**src/rtl/pipe_stage_reg_if.sv**
```systemverilog
`default_nettype none
// +----------------------------------------------------------------------+
// | pipe_stage_reg_if : upstream/downstream valid-ready bus of one stage |
// | Revision: 1.0                                                        |
// +----------------------------------------------------------------------+
interface pipe_stage_reg_if #(
   parameter int DATA_W = 32
);
   logic              in_valid_in;
   logic              in_ready_o;
   logic [DATA_W-1:0] in_data_in;
   logic              out_valid_o;
   logic              out_ready_in;
   logic [DATA_W-1:0] out_data_o;

   // master drives beats in and backpressure out; slave is the stage itself
   modport master (
      output in_valid_in, in_data_in, out_ready_in,
      input  in_ready_o, out_valid_o, out_data_o
   );
   modport slave (
      input  in_valid_in, in_data_in, out_ready_in,
      output in_ready_o, out_valid_o, out_data_o
   );
endinterface
`default_nettype wire

```
**src/rtl/pipe_stage_reg.sv**
```systemverilog
`default_nettype none
// +----------------------------------------------------------------------+
// | pipe_stage_reg : valid/ready stage register with skid entry, flush   |
// | and saturating stall counter.                Revision: 1.0           |
// +----------------------------------------------------------------------+
module pipe_stage_reg #(
   parameter int DATA_W         = 32,
   parameter int CNT_W          = 16,
   parameter bit CLEAR_ON_FLUSH = 1'b1
) (
   input  wire logic             clk_in,
   input  wire logic             rst_in,
   input  wire logic             flush_in,
   pipe_stage_reg_if.slave       bus,
   output logic [1:0]            occupancy_o,
   output logic [CNT_W-1:0]      stall_cnt_o
);
   localparam logic [1:0]       c_st_empty = 2'd0;
   localparam logic [1:0]       c_st_full  = 2'd1;
   localparam logic [1:0]       c_st_skid  = 2'd2;
   localparam logic [CNT_W-1:0] c_cnt_max  = {CNT_W{1'b1}};

   logic [1:0]        r_state;
   logic [1:0]        w_state_nxt;
   logic [DATA_W-1:0] r_main_q;
   logic [DATA_W-1:0] r_skid_q;
   logic [CNT_W-1:0]  r_stall_cnt;
   logic              w_main_v;
   logic              w_skid_v;
   logic              w_in_ready;
   logic              w_accept;
   logic              w_send;

   assign w_accept = bus.in_valid_in & w_in_ready;
   assign w_send   = w_main_v & bus.out_ready_in;

   always_ff @(posedge clk_in) begin
      if (rst_in) begin
         r_state <= c_st_empty;
      end else begin
         r_state <= w_state_nxt;
      end
   end

   always_comb begin
      w_state_nxt = r_state;
      if (flush_in) begin
         w_state_nxt = c_st_empty;
      end else begin
         case (r_state)
            c_st_empty: if (w_accept) w_state_nxt = c_st_full;
            c_st_full: begin
               if (w_accept && !w_send)      w_state_nxt = c_st_skid;
               else if (!w_accept && w_send) w_state_nxt = c_st_empty;
            end
            c_st_skid:  if (w_send) w_state_nxt = c_st_full;
            default:    w_state_nxt = c_st_empty;
         endcase
      end
   end

   // ready depends only on the state register, so it never combinationally follows out_ready_in
   always_comb begin
      w_main_v   = 1'b0;
      w_skid_v   = 1'b0;
      w_in_ready = 1'b1;
      case (r_state)
         c_st_full: w_main_v = 1'b1;
         c_st_skid: begin
            w_main_v   = 1'b1;
            w_skid_v   = 1'b1;
            w_in_ready = 1'b0;
         end
         default: ;
      endcase
   end

   always_ff @(posedge clk_in) begin
      if (rst_in) begin
         r_main_q <= '0;
         r_skid_q <= '0;
      end else if (flush_in) begin
         if (CLEAR_ON_FLUSH) begin
            r_main_q <= '0;
            r_skid_q <= '0;
         end
      end else begin
         case (r_state)
            c_st_empty: if (w_accept) r_main_q <= bus.in_data_in;
            c_st_full: begin
               if (w_accept && w_send) r_main_q <= bus.in_data_in;
               else if (w_accept)      r_skid_q <= bus.in_data_in;
            end
            c_st_skid:  if (w_send) r_main_q <= r_skid_q;
            default: ;
         endcase
      end
   end

   // flush does not clear the counter; a stalled flush cycle still counts
   always_ff @(posedge clk_in) begin
      if (rst_in) begin
         r_stall_cnt <= '0;
      end else if (w_main_v && !bus.out_ready_in && (r_stall_cnt != c_cnt_max)) begin
         r_stall_cnt <= r_stall_cnt + 1'b1;
      end
   end

   assign bus.in_ready_o  = w_in_ready;
   assign bus.out_valid_o = w_main_v;
   assign bus.out_data_o  = r_main_q;
   assign occupancy_o     = {1'b0, w_main_v} + {1'b0, w_skid_v};
   assign stall_cnt_o     = r_stall_cnt;
endmodule
`default_nettype wire

```
**src/flat_wrapper.sv**
```systemverilog
// flat-port wrapper written by rule: the top's interface ports become plain ports
module pipe_stage_reg_flat 
#(
   parameter int DATA_W         = 32,
   parameter int CNT_W          = 16,
   parameter bit CLEAR_ON_FLUSH = 1'b1
)
  (clk_in, rst_in, flush_in, occupancy_o, stall_cnt_o, bus_in_valid_in, bus_in_data_in, bus_out_ready_in, bus_in_ready_o, bus_out_valid_o, bus_out_data_o);
  pipe_stage_reg_if #(.DATA_W(DATA_W)) bus_i ();
  input  wire logic clk_in;
  input  wire logic rst_in;
  input  wire logic flush_in;
  output logic [1:0] occupancy_o;
  output logic [CNT_W-1:0] stall_cnt_o;
  input wire logic [$bits(bus_i.in_valid_in)-1:0] bus_in_valid_in;
  input wire logic [$bits(bus_i.in_data_in)-1:0] bus_in_data_in;
  input wire logic [$bits(bus_i.out_ready_in)-1:0] bus_out_ready_in;
  output wire logic [$bits(bus_i.in_ready_o)-1:0] bus_in_ready_o;
  output wire logic [$bits(bus_i.out_valid_o)-1:0] bus_out_valid_o;
  output wire logic [$bits(bus_i.out_data_o)-1:0] bus_out_data_o;
  assign bus_i.in_valid_in = bus_in_valid_in;
  assign bus_i.in_data_in = bus_in_data_in;
  assign bus_i.out_ready_in = bus_out_ready_in;
  assign bus_in_ready_o = bus_i.in_ready_o;
  assign bus_out_valid_o = bus_i.out_valid_o;
  assign bus_out_data_o = bus_i.out_data_o;
  pipe_stage_reg #(.DATA_W(DATA_W), .CNT_W(CNT_W), .CLEAR_ON_FLUSH(CLEAR_ON_FLUSH)) u_core (.clk_in(clk_in), .rst_in(rst_in), .flush_in(flush_in), .bus(bus_i), .occupancy_o(occupancy_o), .stall_cnt_o(stall_cnt_o));
endmodule
```
**config.mk**
```make
export PLATFORM = sky130hd
export DESIGN_NAME = pipe_stage_reg_flat
export DESIGN_NICKNAME = d
export VERILOG_FILES = /design/src/rtl/pipe_stage_reg_if.sv /design/src/rtl/pipe_stage_reg.sv /design/src/flat_wrapper.sv
export SDC_FILE = /design/constraint.sdc
export NUM_CORES = 1
export LEC_CHECK = 0
export CORE_UTILIZATION = 45
export DETAILED_ROUTE_END_ITERATION = 10
export PLACE_DENSITY = 0.81
export SLEW_MARGIN = 5
export SYNTH_ARGS = -nofsm -noshare
export SYNTH_HDL_FRONTEND = slang
export SYNTH_SLANG_ARGS = --single-unit
```
**constraint.sdc**
```tcl
create_clock -name clk_in -period 3.9 [get_ports clk_in]
set_clock_uncertainty 0.2 [all_clocks]
set_input_delay 0.975 -clock clk_in [delete_from_list [all_inputs] [get_ports clk_in]]
set_output_delay 0.975 -clock clk_in [all_outputs]
set_load 0.1 [all_outputs]
```
==> summary.txt, run 1 <==
Status
  • Status: complete, no violations

Critical path
  • CP bufs+invs: 1
  • WP data arrival: 1.90 ns
  • Critical Path Max Stage Delay: 1.15 ns
  • CP Depth: 1
  • Slowest stage cell, crit path: clkdlybuf4s50_1
  • WP data required: roughly 2.7 ns
  • Cell family with most CP delay: buffers and inverters
  • CP Class: flip-flop to output pin
  • Worst path cell trace: clkdlybuf4s50_1
  • R2R Setup Slk: 0.88 ns
  • Setup crit end kind: output pin
  • Critical Path Source: u_core.bus.out_data_o[13]
  • Reg-to-Reg Start: u_core.r_state[0]
  • CP max FO: 2
  • R2R depth: 4
  • Startpoint class of the critical path: flip-flop

Die
  • Core ar.: around 0.0083 mm2
  • Die height: 95.1 um
  • Die area: 0.00905 mm2
  • I/O pin total: 89
  • Starting Density: 47.0%
  • Chip Width: 95.1 um
  • Site Rows: 33

GRT
  • Pin count of the biggest net entering global routing: 67
  • Global-route wire length before repair: about 16 mm
  • Number of global-route vias before repair: ~3,500
  • Initial antenna violation count: 0
  • Overflow after GRT: 0
  • Total GRT Usage: between 20% and 30%

Hold path
  • Hold Crit Start: u_core.r_skid_q[10]
  • Hold Crit Class: flip-flop to flip-flop
  • Worst Hold Depth: 2

Timing
  • Final Hold Slack: 0.256 ns
  • Setup Viol. Count Final: 0
  • Min cycle time layout: 3.08 ns
  • Final setup TNS: 0 ns
  • Worst rel slew slack: 21.6%
  • RSZ-0062 raised after global routing: false
  • Final period utilization: approximately four fifths
  • Fmax: 325 MHz
  • Final-report max-slew violation count: 0
  • Final hold violations: 0
  • Slew @ Worst Pin: 1.18 ns

Synthesis
  • Synth area leader: dfxtp_1
  • Yosys top cell area share: ~42%
  • Synth Area per Inst: 8.50 um2
  • #FFs+latches synth: 82
  • Syn Nets: slightly above 500
  • Synth top cells by count: dfxtp_1 (82), nand2_1 (75), a21oi_1 (45)
  • Top post-synthesis cells by area: dfxtp_1 (42%), mux2_2 (9.2%), nand2_1 (7.2%)
  • Async SR Flop Fraction: 0%
  • Dominant synthesized flop cell: dfxtp_1
  • Sequential area share after synthesis: 42.1%
  • Number of flops mapped to enable cells by yosys: 0
  • Post-synthesis cell area: 0.00390 mm2
  • Most common cell in the synthesized netlist: dfxtp_1
  • Cell variety after synth: 41
  • Cells after Synth: 459
  • Synth warnings: 0

Power and ir drop
  • Pwr dens: 396 mW/mm2
  • Leakage: 1.76 nW
  • Peak VDD IR: 0.235 mV

Clock network
  • H-tree depth: 3
  • CTS clk-pin slew, worst paths: approximately 0.080 ns
  • CTS buffer count: 9
  • Clock Sinks: 82
  • CTS max path bufs: 2
  • # Post-CTS Setup Buffers: 0
  • Clock Latency Late Sink: about 0.35 ns
  • Resized Gates After CTS: 0
  • TritonCTS clock tree: done
  • CTS Hold Bufs: 0
  • Root buffer cell: clkbuf_8

Cells and area
  • Net count, final: 572
  • Sequential standard cell area: 0.00164 mm2
  • Syn-to-layout area delta: 28.7%
  • Number of fillers in the final layout: between 700 and 800
  • Area of the multi-input gates: 0.00209 mm2
  • Share of layout cells above drive strength 1: between 15 and 20%
  • N_diodes: 0

Detailed routing
  • DRT iter0 DRCs: 215
  • Drt first pass iters: 5
  • Drt drc: 0
  • DR vias/cell: 5.83
  • Post-Route WL: 10.3 mm
  • Routed Antenna Nets: 0
  • WL/cell: 16.1 um
  • Routed vias: 3,720

Place
  • Detail Placement HPWL: 6.72 mm
  • Routability cong.: 0.841
  • IO buf count: 88

Flow run
  • Max-cap viol count: 0
-- placed cells by master (no fill, tap or decap), types with 2 or more instances in the layout --
cell / netlist / routed
nor4_1: 33 / 33
and3_1: 2 / 2
nor3_1: 34 / 34
nand2b_1: 5 / 5
ha_1: 7 / 6
mux2i_1: 2 / 2
clkbuf_8: 0 / 9
nand3_1: 2 / 2
o31ai_1: 5 / 5
clkinv_2: 0 / 2
clkdlybuf4s50_1: 0 / 67
inv_1: 6 / 6
dfxtp_1: 82 / 82
bufinv_16: 0 / 2
nor2_1: 5 / 5
a31oi_1: 33 / 33
nand2_1: 75 / 75
or2_2: 2 / 2
mux2_2: 32 / 32
buf_4: 0 / 31
nor2b_1: 5 / 4
o21ai_0: 9 / 9
or3_1: 6 / 6
a21oi_1: 45 / 45
clkbuf_1: 28 / 2
or4_1: 5 / 5
nand4_1: 5 / 5
nand4_4: 2 / 2
-- area by class of cell --
class / instances / area share, %
clock buffers: 11 / 2.62
flip-flops and latches: 82 / 32.7
inverters: 6 / 0.449
clock inverters: 5 / 1.57
repair buffers: 99 / 18.4
multi-input cells: 330 / 41.7
well taps: 105 / 2.62
-- flip-flops by register name, summed over array words and instances, names as in the netlist --
register / flops
u_core.stall_cnt_o: 16
u_core.r_state: 2
u_core.bus.out_data_o: 32
u_core.r_skid_q: 32
-- routing by layer --
layer  vias up  routed length (um)  track usage [%]
met1      1746                4510             30.7
met3        12                 676             3.83
met5         -                   0                0
met2       146                4930             37.1
li1       1816                   -                -
met4         0                 153             10.6
-- stage by stage --
step                util [%]  setup WS, ns  area, um2  std cells  total power [mW]
floorplan                  -         0.521       3900        459              1.21
global placement        58.0         0.756       4810        622              1.34
detailed placement      58.0         0.681       4810        622              1.34
CTS                     60.5         0.810       5020        638              2.00
global route            60.5         0.573       5020        638              2.06
finish                  60.5         0.823       5020        638              1.99
-- power by group --
part           switching (mW)  leakage (nW)  internal [mW]
sequential             0.0180         0.665          0.863
combinational           0.303         0.990          0.145
clock                   0.302         0.107          0.360
-- logic make-up after synthesis --
kind of cell	count (synthesis)	share of synthesized area, %
AND/OR/NAND/NOR	190	26.2
AO/OA/AOI/OAI	97	14.3
flip-flops	82	42.1
buffers and inverters	47	4.87
multiplexers	35	10.1
adder cells (fa/ha/maj)	7	2.24
XOR/XNOR	1	0.224
-- path summary, 6_finish.rpt --
kind | endpoint
max | bus_out_data_o[13]
min | u_core.r_skid_q[10]
max reg2reg | u_core.bus.out_data_o[31]
min reg2reg | u_core.r_skid_q[10]
(Power assumes the default switching activity.)
==> inputs of run 2 (changes only) <==
Clock period 3.9 ns to 2.9 ns, I/O delays scaled along.
==> summary.txt, run 2 (same netlist as run 1, synthesis figures left out) <==
Critical path
  • Setup crit end kind: flip-flop
  • WP data required: between 2 and 3 ns
  • Critical Path Source: u_core.r_state[0]
  • Reg-to-Reg Start: u_core.r_state[0]
  • CP max FO: 22
  • Startpoint class of the critical path: flip-flop
  • CP Class: flip-flop to flip-flop
  • Worst r2r dst: u_core.bus.out_data_o[14]
  • R2R Setup Slk: ~0.34 ns
  • WP data arrival: 2.63 ns
  • R2R depth: 7

Clock network
  • # Post-CTS Setup Buffers: 0
  • TritonCTS clock tree: done
  • Root buffer cell: clkbuf_8
  • CTS Hold Bufs: 0
  • CTS clk-pin slew, worst paths: 0.08 ns
  • CTS buffer count: 9
  • Clock Sinks: 82
  • CTS max path bufs: 2
  • Resized Gates After CTS: 0
  • H-tree depth: 3
  • Clock Latency Late Sink: 0.35 ns

Detailed routing
  • Routed Antenna Nets: 0
  • Post-Route WL: 10.6 mm
  • Routed vias: 3,847
  • DRT iter0 DRCs: 199
  • Drt first pass iters: 4
  • DR vias/cell: 5.98
  • Drt drc: 0
  • WL/cell: 16.5 um

Power and ir drop
  • Peak VDD IR: 0.406 mV
  • Pwr dens: between 500 and 600 mW/mm2
  • Leakage: 1.86 nW

Flow run
  • Max-cap viol count: 0

Timing
  • Final period utilization: 88.4%
  • Final WS setup: about 0.34 ns
  • Slew @ Worst Pin: approximately 0.71 ns
  • Worst rel slew slack: 52.8%
  • Final setup TNS: 0 ns
  • Setup Viol. Count Final: 0
  • Min cycle time layout: 2.56 ns
  • RSZ-0062 raised after global routing: false
  • Fmax: a little under 400 MHz
  • Final-report max-slew violation count: 0
  • Final hold violations: 0

Hold path
  • Worst Hold Depth: 2
  • Hold Crit Class: flip-flop to flip-flop
  • Hold Crit Start: u_core.r_skid_q[11]
  • Hold Path Sink: u_core.r_skid_q[11]

Cells and area
  • Commonest non-fill, non-tap cells in the layout: dfxtp_1 (82), nand2_1 (75), buf_4 (64)
  • Number of fillers in the final layout: 711
  • Share of layout cells above drive strength 1: between 20% and 30%
  • N_diodes: 0
  • Net count, final: 578
  • Syn-to-layout area delta: 29.0%
  • Most common cell after layout, fill and taps aside: dfxtp_1

GRT
  • Initial antenna violation count: 0
  • Pin count of the biggest net entering global routing: 67
  • Overflow after GRT: 0
  • Number of global-route vias before repair: 3,582
  • Total GRT Usage: 23.8%
  • Global-route wire length before repair: 16.9 mm

Place
  • Detail Placement HPWL: between 6 and 7 mm
  • IO buf count: about 90
  • Place WS: 0.121 ns
  • Routability cong.: slightly below 0.9

Die
  • I/O pin total: ~90
  • Chip Width: 95.1 um
  • Starting Density: between 40% and 50%
  • Site Rows: 33
  • Die area: 0.00905 mm2
  • Core ar.: 0.00830 mm2
  • Die height: 95.1 um

Status
  • Status: complete, no violations
## run 2: worst max-delay path: stages (launching register included)
cell,delay (ns)
dfxtp_1,0.46
inv_1,0.11
ha_1,0.43
and4b_1,0.27
nor2b_2,0.51
buf_12,0.25
nor4_1,0.08
nor3_1,0.16
## run 2: worst max-delay path by stage
stage,to
finish,u_core.bus.out_data_o[14]
global route,u_core.bus.out_data_o[2]
CTS,bus_out_valid_o
detailed placement,u_core.bus.out_data_o[3]
global placement,u_core.bus.out_data_o[16]
floorplan,bus_in_ready_o
## run 2: metal layers
metal	track usage, %	share of wire [%]	vias to the layer above
li1	-	-	1818
met4	9.09	1.1	0
met2	39.9	48	168
met1	29.6	43	1846
met5	0	0	-
met3	5.42	7.8	15
## run 2: layout make-up
class / count / area [um2] / area share, %
clock buffers: 10 / 128 / 2.53
clock inverters: 5 / 80.1 / 1.59
inverters: 6 / 22.5 / 0.447
multi-input cells: 330 / 2090 / 41.5
flip-flops and latches: 82 / 1640 / 32.6
well taps: 105 / 131 / 2.61
repair buffers: 105 / 941 / 18.7
## run 2: per-stage QoR
step	total power [mW]	hold slack (ns)	utilization [%]	std cells	cell area, um2
after floorplan	1.63	0.233	-	459	3910
after global placement	1.80	0.238	58.2	628	4830
after detailed placement	1.81	0.247	58.2	628	4830
after CTS	2.70	0.258	60.7	643	5040
after global routing	2.79	0.279	60.7	643	5040
final	2.69	0.256	60.7	643	5040
## run 2: report_power, final
group / total [mW] / leakage [nW] / switching [mW] / internal [mW]
combinational: 0.606 / 1.09 / 0.412 / 0.194
sequential: 1.18 / 0.665 / 0.0243 / 1.16
clock: 0.899 / 0.0984 / 0.420 / 0.479
==> inputs of run 3 (changes only) <==
Settings changed: ABC_AREA set to 1, MAX_ROUTING_LAYER set to met4.
==> summary.txt, run 3 <==
Status
  • Status: complete, no violations

Place
  • Routability cong.: 0.974
  • Area of placed instances: 0.00467 mm2
  • Detail Placement HPWL: 6.17 mm
  • IO buf count: 88

Die
  • Die height: 94.3 um
  • Starting Density: between 40% and 50%
  • Die area: 0.00889 mm2
  • I/O pin total: 89
  • Chip Width: ~94 um
  • Site Rows: 33
  • Core ar.: approximately 0.008 mm2

Synthesis
  • Dominant synthesized flop cell: dfxtp_1
  • Post-synthesis cell area: 0.00383 mm2
  • Largest family of logic cells by synthesized area: simple AND/OR/NAND/NOR gates
  • Post-synthesis simple-gate area fraction: 36.0%
  • Sequential area share after synthesis: between 40% and 50%
  • Synth Area in XOR/XNOR: less than 1%
  • #FFs+latches synth: 82
  • Synth area leader: dfxtp_1
  • Cell variety after synth: 26
  • Synth top cells by count: nor2_1 (173), nand2_1 (138), dfxtp_1 (82)
  • Async SR Flop Fraction: 0%
  • Cells after Synth: 574
  • Mux cell area share after synthesis: 0%
  • Most common cell in the synthesized netlist: nor2_1
  • Synth Area per Inst: 6.68 um2
  • Top post-synthesis cells by area: dfxtp_1 (43%), nor2_1 (17%), nand2_1 (14%)
  • Number of flops mapped to enable cells by yosys: 0
  • Synth warnings: 0
  • Syn Nets: between 600 and 700
  • Post-Synth Adder-Cell Area: under 10%
  • Compound-Gate Fraction of Synth Area: a little under an eighth
  • Yosys top cell area share: a little over two fifths

Timing
  • Final-report max-slew violation count: 0
  • Final period utilization: 91.5%
  • Final hold violations: 0
  • Slew @ Worst Pin: 0.580 ns
  • Fmax: 377 MHz
  • Min cycle time layout: 2.65 ns
  • RSZ-0062 raised after global routing: false
  • Worst rel slew slack: 61.3%
  • Final setup TNS: 0 ns
  • Setup Viol. Count Final: 0

Clock network
  • TritonCTS clock tree: done
  • Resized Gates After CTS: 0
  • Root buffer cell: clkbuf_8
  • Clock Latency Late Sink: 0.34 ns
  • CTS max path bufs: 2
  • CTS buffer count: 9
  • CTS Hold Bufs: 0
  • # Post-CTS Setup Buffers: 0
  • H-tree depth: 3
  • Clock Sinks: 82
  • CTS clk-pin slew, worst paths: 0.08 ns

Power and ir drop
  • Switching share of power: 37.1%
  • Clock power share: 28.3%
  • Combinational share of power: 27.5%
  • Leakage: 2.13 nW
  • Pint: between 1.5 and 2 mW
  • Peak VDD IR: between 0.3 and 0.4 mV
  • Pwr dens: between 500 and 600 mW/mm2
  • Sw Pwr: 1.01 mW
  • Sequential share of power: 44.2%

Cells and area
  • Number of fillers in the final layout: between 700 and 800
  • Most common cell after layout, fill and taps aside: nor2_1
  • Net count, final: 695
  • Commonest non-fill, non-tap cells in the layout: nor2_1 (172), nand2_1 (138), dfxtp_1 (82)
  • Area of the multi-input gates: 0.00192 mm2
  • Sequential standard cell area: about 0.0016 mm2
  • Share of layout cells above drive strength 1: 13.7%
  • Cell area after layout: 0.00485 mm2
  • N_diodes: 0
  • Syn-to-layout area delta: 26.6%

Critical path
  • Reg-to-Reg Start: u_core.r_state[0]
  • Setup crit end kind: output pin
  • CP max FO: 35
  • R2R Setup Slk: 0.60 ns
  • Worst r2r dst: u_core.r_skid_q[31]
  • WP data required: 1.98 ns
  • Critical Path Source: u_core.r_state[0]
  • Startpoint class of the critical path: flip-flop
  • WP data arrival: 1.73 ns
  • CP Class: flip-flop to output pin
  • R2R depth: 10
  • Worst setup endpoint: occupancy_o[1]

Detailed routing
  • DR vias/cell: ~4.9
  • WL/cell: 11.9 um
  • Drt first pass iters: 5
  • Post-Route WL: 9.05 mm
  • Drt drc: 0
  • Routed vias: 3,735
  • Routed Antenna Nets: 0
  • DRT iter0 DRCs: 109

GRT
  • Number of global-route vias before repair: between 3,000 and 4,000
  • Total GRT Usage: 21.9%
  • Pin count of the biggest net entering global routing: 67
  • Initial antenna violation count: 0
  • Overflow after GRT: 0
  • Global-route wire length before repair: 15.2 mm

Flow run
  • Max-cap viol count: 0

Hold path
  • Worst Hold Depth: 2
  • Hold Crit Class: flip-flop to flip-flop
## run 3: cell families (layout without fill, tap and decap cells)
family	count (synthesis)	count (layout)
flip-flops	82	82
adder cells (fa/ha/maj)	7	7
AO/OA/AOI/OAI	84	84
XOR/XNOR	1	1
buffers and inverters	56	138
AND/OR/NAND/NOR	344	344
## run 3: how the worst min path moves through the flow
stage                                   startpoint                        to  slack [ns]
after detailed placement  u_core.bus.out_data_o[5]  u_core.bus.out_data_o[5]        0.27
final                     u_core.bus.out_data_o[5]  u_core.bus.out_data_o[5]        0.29
after floorplan                u_core.r_skid_q[21]       u_core.r_skid_q[21]        0.25
after global placement         u_core.r_skid_q[31]       u_core.r_skid_q[31]        0.26
after global routing            u_core.r_skid_q[0]        u_core.r_skid_q[0]        0.31
after CTS                       u_core.r_skid_q[5]        u_core.r_skid_q[5]        0.29
## run 3: area by class of cell
type	count	area share, %
repair buffers	93	17.5
inverters	29	2.50
multi-input cells	436	39.6
well taps	105	2.71
clock inverters	6	1.01
flip-flops and latches	82	33.8
clock buffers	10	2.84
## run 3: power groups by stage
stage	logic [mW]	registers, mW	clock network, mW
5_1_grt	0.811	1.21	0.834
2_1_floorplan	0.300	1.50	0
3_5_place_dp	0.751	1.23	0
3_3_place_gp	0.742	1.23	0
4_1_cts	0.752	1.21	0.789
6_report	0.749	1.21	0.772
## run 3: critical path, stage by stage (launching register included)
cell	delay (ns)
dfxtp_1	0.37
inv_1	0.12
ha_2	0.26
buf_4	0.40
buf_12	0.23
## run 3: routing by layer
layer,vias up,wire [um],global-route usage (%)
li1,1953,-,-
met1,1678,4110,26.5
met2,98,4430,37.7
met3,6,451,2.99
met4,0,58,6.54
met5,-,0,-
## run 3: stage by stage
stage	setup slack (ns)	power, mW	util [%]	hold WS (ns)	cells
2_1_floorplan	0.0166	1.80	-	0.254	574
3_3_place_gp	0.374	1.97	56.8	0.262	745
3_5_place_dp	0.274	1.98	56.8	0.273	745
4_1_cts	0.237	2.75	59.1	0.292	761
5_1_grt	0.140	2.86	59.1	0.312	761
6_report	0.247	2.73	59.1	0.285	761
